### src/rtl/sa_input_skew_if.sv
// Operand handshake and skewed lane bus between an upstream vector source,
// the input-skew feeder, and the systolic array edge PEs.
interface sa_input_skew_if #(
  parameter int ARRAY_N = 4,
  parameter int DATA_W  = 16,
  parameter int CNT_W   = 16
);
  logic                      in_valid;
  logic                      in_ready;
  logic [ARRAY_N*DATA_W-1:0] in_data;
  logic                      in_last;
  logic [ARRAY_N-1:0]        lane_valid;
  logic [ARRAY_N*DATA_W-1:0] lane_data;
  logic                      tile_done;
  logic [CNT_W-1:0]          beat_cnt;

  modport master (
    output in_valid, in_data, in_last,
    input  in_ready, lane_valid, lane_data, tile_done, beat_cnt
  );

  modport slave (
    input  in_valid, in_data, in_last,
    output in_ready, lane_valid, lane_data, tile_done, beat_cnt
  );
endinterface

### src/rtl/sa_input_skew.sv
// Diagonal input skew feeder for a systolic array edge: lane i lags lane 0 by
// i cycles, with a tile FSM that blocks input while the last beat drains.
module sa_input_skew #(
  parameter int ARRAY_N = 4,
  parameter int DATA_W  = 16,
  parameter int CNT_W   = 16
) (
  input  logic            clk,
  input  logic            rst_n,
  sa_input_skew_if.slave  bus
);

  typedef enum logic [1:0] {IDLE, STREAM, FLUSH, DONE} state_t;

  // The flush counter only ever holds ARRAY_N-2 down to 0.
  localparam int FLUSH_W    = (ARRAY_N > 2) ? $clog2(ARRAY_N - 1) : 1;
  localparam int FLUSH_INIT = (ARRAY_N > 1) ? ARRAY_N - 2 : 0;

  state_t               state_q, state_d;
  logic [FLUSH_W-1:0]   flush_q, flush_d;
  logic [CNT_W-1:0]     cnt_q;
  logic                 hs;

  assign bus.in_ready  = (state_q == IDLE) || (state_q == STREAM);
  assign bus.tile_done = (state_q == DONE);
  assign bus.beat_cnt  = cnt_q;
  assign hs            = bus.in_valid && bus.in_ready;

  // NOTE: every comb output gets a default first so no path leaves it unassigned (no latch).
  always_comb begin
    state_d = state_q;
    flush_d = flush_q;
    case (state_q)
      IDLE, STREAM: begin
        if (bus.in_valid) begin
          if (bus.in_last) begin
            state_d = (ARRAY_N == 1) ? DONE : FLUSH;
            flush_d = FLUSH_W'(FLUSH_INIT);
          end else begin
            state_d = STREAM;
          end
        end
      end
      FLUSH: begin
        if (flush_q == '0) state_d = DONE;
        else               flush_d = flush_q - FLUSH_W'(1);
      end
      DONE:    state_d = IDLE;
      default: state_d = IDLE;
    endcase
  end

  // NOTE: sequential state uses non-blocking assignments so all registers update together.
  always_ff @(posedge clk) begin
    if (!rst_n) begin
      state_q <= IDLE;
      flush_q <= '0;
      cnt_q   <= '0;
    end else begin
      state_q <= state_d;
      flush_q <= flush_d;
      if (state_q == DONE)          cnt_q <= '0;
      else if (hs && (cnt_q != '1)) cnt_q <= cnt_q + CNT_W'(1);
    end
  end

  // Lane i is an (i+1)-deep {valid, data} delay line; bubbles enter as zeros,
  // so lane_data is zero whenever lane_valid is low.
  for (genvar i = 0; i < ARRAY_N; i++) begin : g_lane
    logic              v_q [i+1];
    logic [DATA_W-1:0] d_q [i+1];

    always_ff @(posedge clk) begin
      // NOTE: the delay lines are reset (not just their valids) so an aborted tile leaves no stale data.
      if (!rst_n) begin
        for (int j = 0; j <= i; j++) begin
          v_q[j] <= 1'b0;
          d_q[j] <= '0;
        end
      end else begin
        v_q[0] <= hs;
        d_q[0] <= hs ? bus.in_data[i*DATA_W +: DATA_W] : '0;
        for (int j = 1; j <= i; j++) begin
          v_q[j] <= v_q[j-1];
          d_q[j] <= d_q[j-1];
        end
      end
    end

    assign bus.lane_valid[i]                 = v_q[i];
    assign bus.lane_data[i*DATA_W +: DATA_W] = d_q[i];
  end

endmodule

### src/flat_wrapper.sv
// flat-port wrapper written by rule: the top's interface ports become plain ports
module sa_input_skew_flat 
#(
  parameter int ARRAY_N = 4,
  parameter int DATA_W  = 16,
  parameter int CNT_W   = 16
)
  (clk, rst_n, bus_in_valid, bus_in_data, bus_in_last, bus_in_ready, bus_lane_valid, bus_lane_data, bus_tile_done, bus_beat_cnt);
  sa_input_skew_if #(.ARRAY_N(ARRAY_N), .DATA_W(DATA_W), .CNT_W(CNT_W)) bus_i ();
  input  logic clk;
  input  logic rst_n;
  input wire logic [$bits(bus_i.in_valid)-1:0] bus_in_valid;
  input wire logic [$bits(bus_i.in_data)-1:0] bus_in_data;
  input wire logic [$bits(bus_i.in_last)-1:0] bus_in_last;
  output wire logic [$bits(bus_i.in_ready)-1:0] bus_in_ready;
  output wire logic [$bits(bus_i.lane_valid)-1:0] bus_lane_valid;
  output wire logic [$bits(bus_i.lane_data)-1:0] bus_lane_data;
  output wire logic [$bits(bus_i.tile_done)-1:0] bus_tile_done;
  output wire logic [$bits(bus_i.beat_cnt)-1:0] bus_beat_cnt;
  assign bus_i.in_valid = bus_in_valid;
  assign bus_i.in_data = bus_in_data;
  assign bus_i.in_last = bus_in_last;
  assign bus_in_ready = bus_i.in_ready;
  assign bus_lane_valid = bus_i.lane_valid;
  assign bus_lane_data = bus_i.lane_data;
  assign bus_tile_done = bus_i.tile_done;
  assign bus_beat_cnt = bus_i.beat_cnt;
  sa_input_skew #(.ARRAY_N(ARRAY_N), .DATA_W(DATA_W), .CNT_W(CNT_W)) u_core (.clk(clk), .rst_n(rst_n), .bus(bus_i));
endmodule
### config.mk
export PLATFORM = sky130hd
export DESIGN_NAME = sa_input_skew_flat
export DESIGN_NICKNAME = d
export VERILOG_FILES = /design/src/rtl/sa_input_skew_if.sv /design/src/rtl/sa_input_skew.sv /design/src/flat_wrapper.sv
export SDC_FILE = /design/constraint.sdc
export NUM_CORES = 1
export LEC_CHECK = 0
export CORE_ASPECT_RATIO = 0.75
export CORE_UTILIZATION = 48
export CTS_CLUSTER_DIAMETER = 120
export DETAILED_ROUTE_END_ITERATION = 16
export HOLD_SLACK_MARGIN = 0.08
export PLACE_DENSITY = 0.84
export SETUP_SLACK_MARGIN = 0.02
export SYNTH_ARGS = -nofsm -noshare
export SYNTH_HDL_FRONTEND = slang
export SYNTH_SLANG_ARGS = --single-unit
### constraint.sdc
create_clock -name clk -period 1.84 [get_ports clk]
set_input_delay 0.552 -clock clk [delete_from_list [all_inputs] [get_ports clk]]
set_output_delay 0.552 -clock clk [all_outputs]
set_load 0.005 [all_outputs]
==> impl_metrics.csv <==
group,metric,value,unit
timing,postLayoutSetupSlackWorst,61.9,ps
detailed_routing,vias,3907,
setup_path,critPathBufInv,1,
timing,worst_pin_slew,478,ps
global_route,antenna_found_initial,0,
clock_network,clock_sinks,188,
synthesis,ys.flop_type,"dfxtp_1",
placed_design,hpwlAfterDp,7020,um
placed_design,dp_slack,-310,ps
clock_network,cts-root-buf,"clkbuf_16",
placed_design,placed_area,7280,um^2
synthesis,synth_warnings,0,
synthesis,synth.distinct_cells,45,
final_layout,antennaDiodeCount,0,
clock_network,postCtsHoldBufs,0,
timing,rsz0062_at_grt,"yes",
min_path,hp-class,"flop to flop",
setup_path,worstPathMaxFanout,1,
detailed_routing,drc,0,
floorplan,start_util,49.7,%
setup_path,required,1290,ps
detailed_routing,wl_per_cell,14.1,um
synthesis,syn_area_per_cell,11.3,um^2
setup_path,start_kind,"flop",
global_route,grt_overflow_total,0,
synthesis,syn-num-nets,583,
timing,hold_violations,0,
synthesis,netlist_instances,513,
timing,fmax,0.562,GHz
global_route,track_usage,18.8,%
power_and_ir_drop,powerDensity,1020,nW/um^2
floorplan,fp.dieH,97.3,um
final_layout,area_growth,38.9,%
final_layout,fillers,824,
synthesis,synth_edf_count,0,
clock_network,htree_levels,4,
timing,hold-worst-slack,425,ps
placed_design,gp_congestion,0.864,
setup_path,critPathArrivalTime,1230,ps
timing,timing.final.crit_share,96.6,%
detailed_routing,viasPerCell,4.77,
setup_path,max_stage_delay,490,ps
clock_network,cts_tree,"yes",
setup_path,cp_top_family,"buffers and inverters",
timing,finalSetupViolCount,0,
timing,final_max_slew_viol_count,0,
final_layout,final_area,8080,um^2
setup_path,path_class,"flop to output pin",
final_layout,fin_nets,714,
floorplan,core,11700,um^2
final_layout,drive_gt1_share,13.4,%
synthesis,synth.cell_area,5820,um^2
setup_path,cpMaxStageDelayCell,"clkdlybuf4s50_1",
detailed_routing,ant_nets,0,
clock_network,tritoncts.num_buffers,17,
timing,period_minus_slack,1780,ps
run_status,outcome,"finished, final reports clean",
run,cap_violations,0,
placed_design,numPortBuffers,153,
power_and_ir_drop,irDropWorstVdd,0.623,mV
synthesis,ys_async_sr_fraction,0,%
detailed_routing,dr.first_iter.drc_count,209,
timing,fin_worst_skew,8.12,ps
floorplan,dieArea,12600,um^2
setup_path,end_kind,"output pin",
floorplan,dieWidth,129,um
floorplan,fp-row-count,34,
global_route,grt_pass1_vias,3696,
final_layout,multi_input_area,1670,um^2
setup_path,cp_cell_sequence,"clkdlybuf4s50_1",
power_and_ir_drop,power,0.00825,W
timing,maxSlewHeadroom,67.9,%
final_layout,seqCellArea,3820,um^2
clock_network,worstSkewPairLatency,420,ps
global_route,grt_max_degree,154,
detailed_routing,routed_wirelength,11500,um
clock_network,cts_max_path_buffers,2,
synthesis,synth.yosys.seq_area_share,64.7,%
detailed_routing,drtPass1Iterations,4,
power_and_ir_drop,leakagePower,4.14,nW
global_route,grt_pass1_wl,18100,um
synthesis,ys_seq_elements,188,
clock_network,clkTransAtPathRegs,70,ps
floorplan,io_pins,154,
## routing by layer
layer  vias to the layer above  track usage [%]  wire length [um]
met5                         -                0                 0
met3                        22             6.55               849
met4                         0             7.60               186
met1                      1799             22.4              4880
met2                       149             30.9              5620
li1                       1937                -                 -
## flip-flops by register name, summed over array words and instances, names as in the netlist
register	count
u_core.flush_q	2
u_core.bus.beat_cnt	16
u_core.g_lane.d_q	160
u_core.state_q	2
u_core.g_lane.v_q	8
## report_power, final
part	switching (W)	total, W	internal [W]	leakage, nW
clock	0.00165	0.00360	0.00195	0.290
combinational	0.000170	0.000438	0.000268	2.31
sequential	0.0000348	0.00421	0.00417	1.54
total	0.00186	0.00825	0.00639	4.14
## timing repair
item / 4_1_cts / 5_1_grt
gates resized for setup: 54 / 41
endpoints found under the setup margin: 26 / 41
cloned: 0 / 0
setup buffers: 8 / 0
## worst paths after layout
check	end	start	cells after the start	slack, ps
min reg2reg	u_core.g_lane[3].d_q[2][5]	u_core.g_lane[3].d_q[1][5]	1	430
max	bus_lane_data[19]	u_core.g_lane[1].d_q[0][19]	1	60
min	u_core.g_lane[3].d_q[2][5]	u_core.g_lane[3].d_q[1][5]	1	430
max reg2reg	u_core.bus.beat_cnt[10]	u_core.bus.beat_cnt[1]	5	100
## synthesized netlist by cell type, drive strengths merged, types with 2 or more instances
master / number / area (um^2)
or4: 5 / 37.5
nand4: 4 / 46.3
nor2: 8 / 30.0
ha: 2 / 25.0
o31ai: 4 / 30.0
a31oi: 2 / 12.5
and2: 102 / 638
a21oi: 13 / 65.1
inv: 6 / 22.5
dfxtp: 188 / 3760
and4: 3 / 30.0
nor4: 2 / 25.0
clkbuf: 26 / 108
or3: 5 / 32.5
mux2i: 2 / 20.0
o21ai: 7 / 35.0
o211ai: 2 / 15.0
and3: 65 / 408
nand3: 5 / 30.0
nand2: 11 / 41.3
buf: 35 / 263
## logic make-up (layout without fill, tap and decap cells)
logic type      after synthesis  in the layout  synth area share, %
fa+ha+maj                     2              2                0.430
buf+inv                      68            212                 6.82
mux                           2              2                0.344
compound gates               35             35                 3.91
simple gates                218            218                 23.8
flops                       188            188                 64.7
## cell usage in the layout (no fill, tap or decap), drive strengths merged, types with 3 or more instances in the layout
| cell | count |
|---|---|
| nand2 | 11 |
| o21ai | 7 |
| buf | 21 |
| dlymetal6s2s | 39 |
| and3 | 65 |
| nor2 | 8 |
| nand3 | 5 |
| inv | 13 |
| and4 | 3 |
| clkinv | 6 |
| and2 | 102 |
| dfxtp | 188 |
| a21oi | 13 |
| o31ai | 4 |
| clkdlybuf4s50 | 91 |
| or3 | 5 |
| clkbuf | 18 |
| dlygate4sd2 | 22 |
| or4 | 5 |
| nand4 | 4 |
## area by class of cell
type / instances / area share (%)
flip-flops and latches: 188 / 47.2
repair buffers: 173 / 21.8
multi-input cells: 257 / 20.7
clock buffers: 18 / 5.31
well taps: 162 / 2.51
clock inverters: 14 / 2.14
inverters: 7 / 0.325
## stage by stage
| stage | utilization (%) | std cells | setup TNS, ps |
|---|---|---|---|
| floorplan | - | 513 | 0 |
| global placement | 62.2 | 779 | -2800 |
| detailed placement | 62.2 | 779 | -4850 |
| CTS | 68.1 | 819 | 0 |
| global route | 69.1 | 819 | 0 |
| finish | 69.1 | 819 | 0 |
Power figures use the tool's default switching activity.
==> patch (same settings) <==
`DATA_W` is set to 16 in 3 places; all go to 32.
--- a/src/rtl/sa_input_skew_if.sv
+++ b/src/rtl/sa_input_skew_if.sv
@@ -4,3 +4,3 @@
   parameter int ARRAY_N = 4,
-  parameter int DATA_W  = 16,
+  parameter int DATA_W  = 32,
   parameter int CNT_W   = 16
--- a/src/rtl/sa_input_skew.sv
+++ b/src/rtl/sa_input_skew.sv
@@ -4,3 +4,3 @@
   parameter int ARRAY_N = 4,
-  parameter int DATA_W  = 16,
+  parameter int DATA_W  = 32,
   parameter int CNT_W   = 16
--- a/src/flat_wrapper.sv
+++ b/src/flat_wrapper.sv
@@ -4,3 +4,3 @@
   parameter int ARRAY_N = 4,
-  parameter int DATA_W  = 16,
+  parameter int DATA_W  = 32,
   parameter int CNT_W   = 16
Ports: changed (resized bus_in_data and bus_lane_data); port bits go from 154 to 282. The function was not compared with the original's and may differ.
==> patch against the unedited design <==
- critical path depth did not move
- power up 82%
- synthesized area is 78% higher
- final area is 73% higher
- critical path type unchanged
- largest cell class unchanged
- sequential cell count increased by 160
- clock skew barely moved
- setup slack gained 11 ps
- first-iteration DRC count up 58%
- highest routed layer is now met5
- core utilization down 3.1 points
- synthesized cell count is 74% higher
- routed wire length increased by 74%
==> patch: results (changes against the unedited design) <==
outcome: finished clean
peak supply drop: 1.12 mV (+80%)
reg2reg start: u_core.state_q[1]$_SDFFE_PN0P_
fraction of layout cells with a size suffix above 1: 9.33% (-4.1 points)
maximum clock insertion buffer count: 3 (+1)
CTS H-tree lvls: 1 (-3)
clk_lat worst skew: 560 ps (+140 ps)
vias in the first global route: 6014 (+63%)
average wire per standard cell: 14.1 um (about the same)
synth unique cells: 42 (-6.7%)
largest cells by area after synthesis: dfxtp_1, and2_1, and3_1, buf_4, clkbuf_1
Leakage: 6.66 nW (+61%)
CP peak stage delay: 390 ps (-100 ps)
critical path peak fanout: 5 (+4)
Commonest cells post-synth: dfxtp_1, and2_1, and3_1
Max-Slew Margin vs Limit: 64.3% (-3.5 points)
Port Buf Inserts: 281 (+84%)
sequential share of the synthesized area: 67.4% (+2.7 points)
first-pass GRT wire length: 30.8 mm (+70%)
Syn Nets: 1026 (+76%)
WL met1: 8.75 mm (+79%)
gpl congestion: 0.820 (-5.0%)
Seq power: 7.79 mW (+85%)
Crit path max-delay family: flip-flops
area post-placement: 13000 sq um (+78%)
pre-CTS setup slack: -391 ps (-81.3 ps)
met1 Track Usage GR: 22.1% (-0.25 points)
# nets final: 1247 (+75%)
GR Util met3: 5.35% (-1.2 points)
crit path to: bus_beat_cnt[0]
Tot GR Track Use: 17.4% (-1.4 points)
hold endpoint: u_core.bus.beat_cnt[4]$_SDFFE_PP0P_
Num CTS Buffers: 31 (+14)
DR WL met3: 1.39 mm (+64%)
number of flip-flops in the largest register: 320 (+100%)
Reg power frac: 52.0% (+1.0 points)
Hold Path Depth: 4 (+3)
worst hold-check path type: in -> reg
Critical Path Start: u_core.bus.beat_cnt[0]$_SDFFE_PP0P_
Clock Skews: 8.60 ps (+0.487 ps)
initial drt markers: 331 (+58%)
crit share post-route: 96.0% (-0.59 points)
initial antenna violation count: 1 (+1)
switching pwr: 3.06 mW (+65%)
largest net degree at the start of global routing: 140 (-9.1%)
## patch: worst min-delay path, stage by stage
cell      delay [ps]
buf_6            130
clkinv_1          70
or3_1            110
mux2i_1           60
## patch: stage by stage
stage               cells  hold slack, ps
CTS                  1423             384
floorplan             892             412
detailed placement   1359             417
finish               1424             408
global placement     1359             413
global route         1424             413
## patch: area by class of cell
class	count	area, sq um	area share (%)
Clock inverter	15	179	1.28
Timing Repair Buffer	307	2870	20.6
Tap cell	288	360	2.58
Clock buffer	41	853	6.12
Sequential cell	348	7010	50.3
Multi-Input combinational cell	418	2650	19.0
Inverter	7	26.3	0.188
## patch: cell families (layout without fill, tap and decap cells)
kind of cell | count (synthesis) | after routing | synth area share, %
AOI/OAI and AO/OA | 34 | 34 | 2.08
adders and majority gates | 2 | 2 | 0.242
buffers and inverters | 126 | 370 | 7.05
DFF | 348 | 348 | 67.4
muxes | 2 | 2 | 0.194
and+or+nand+nor | 380 | 380 | 23.0
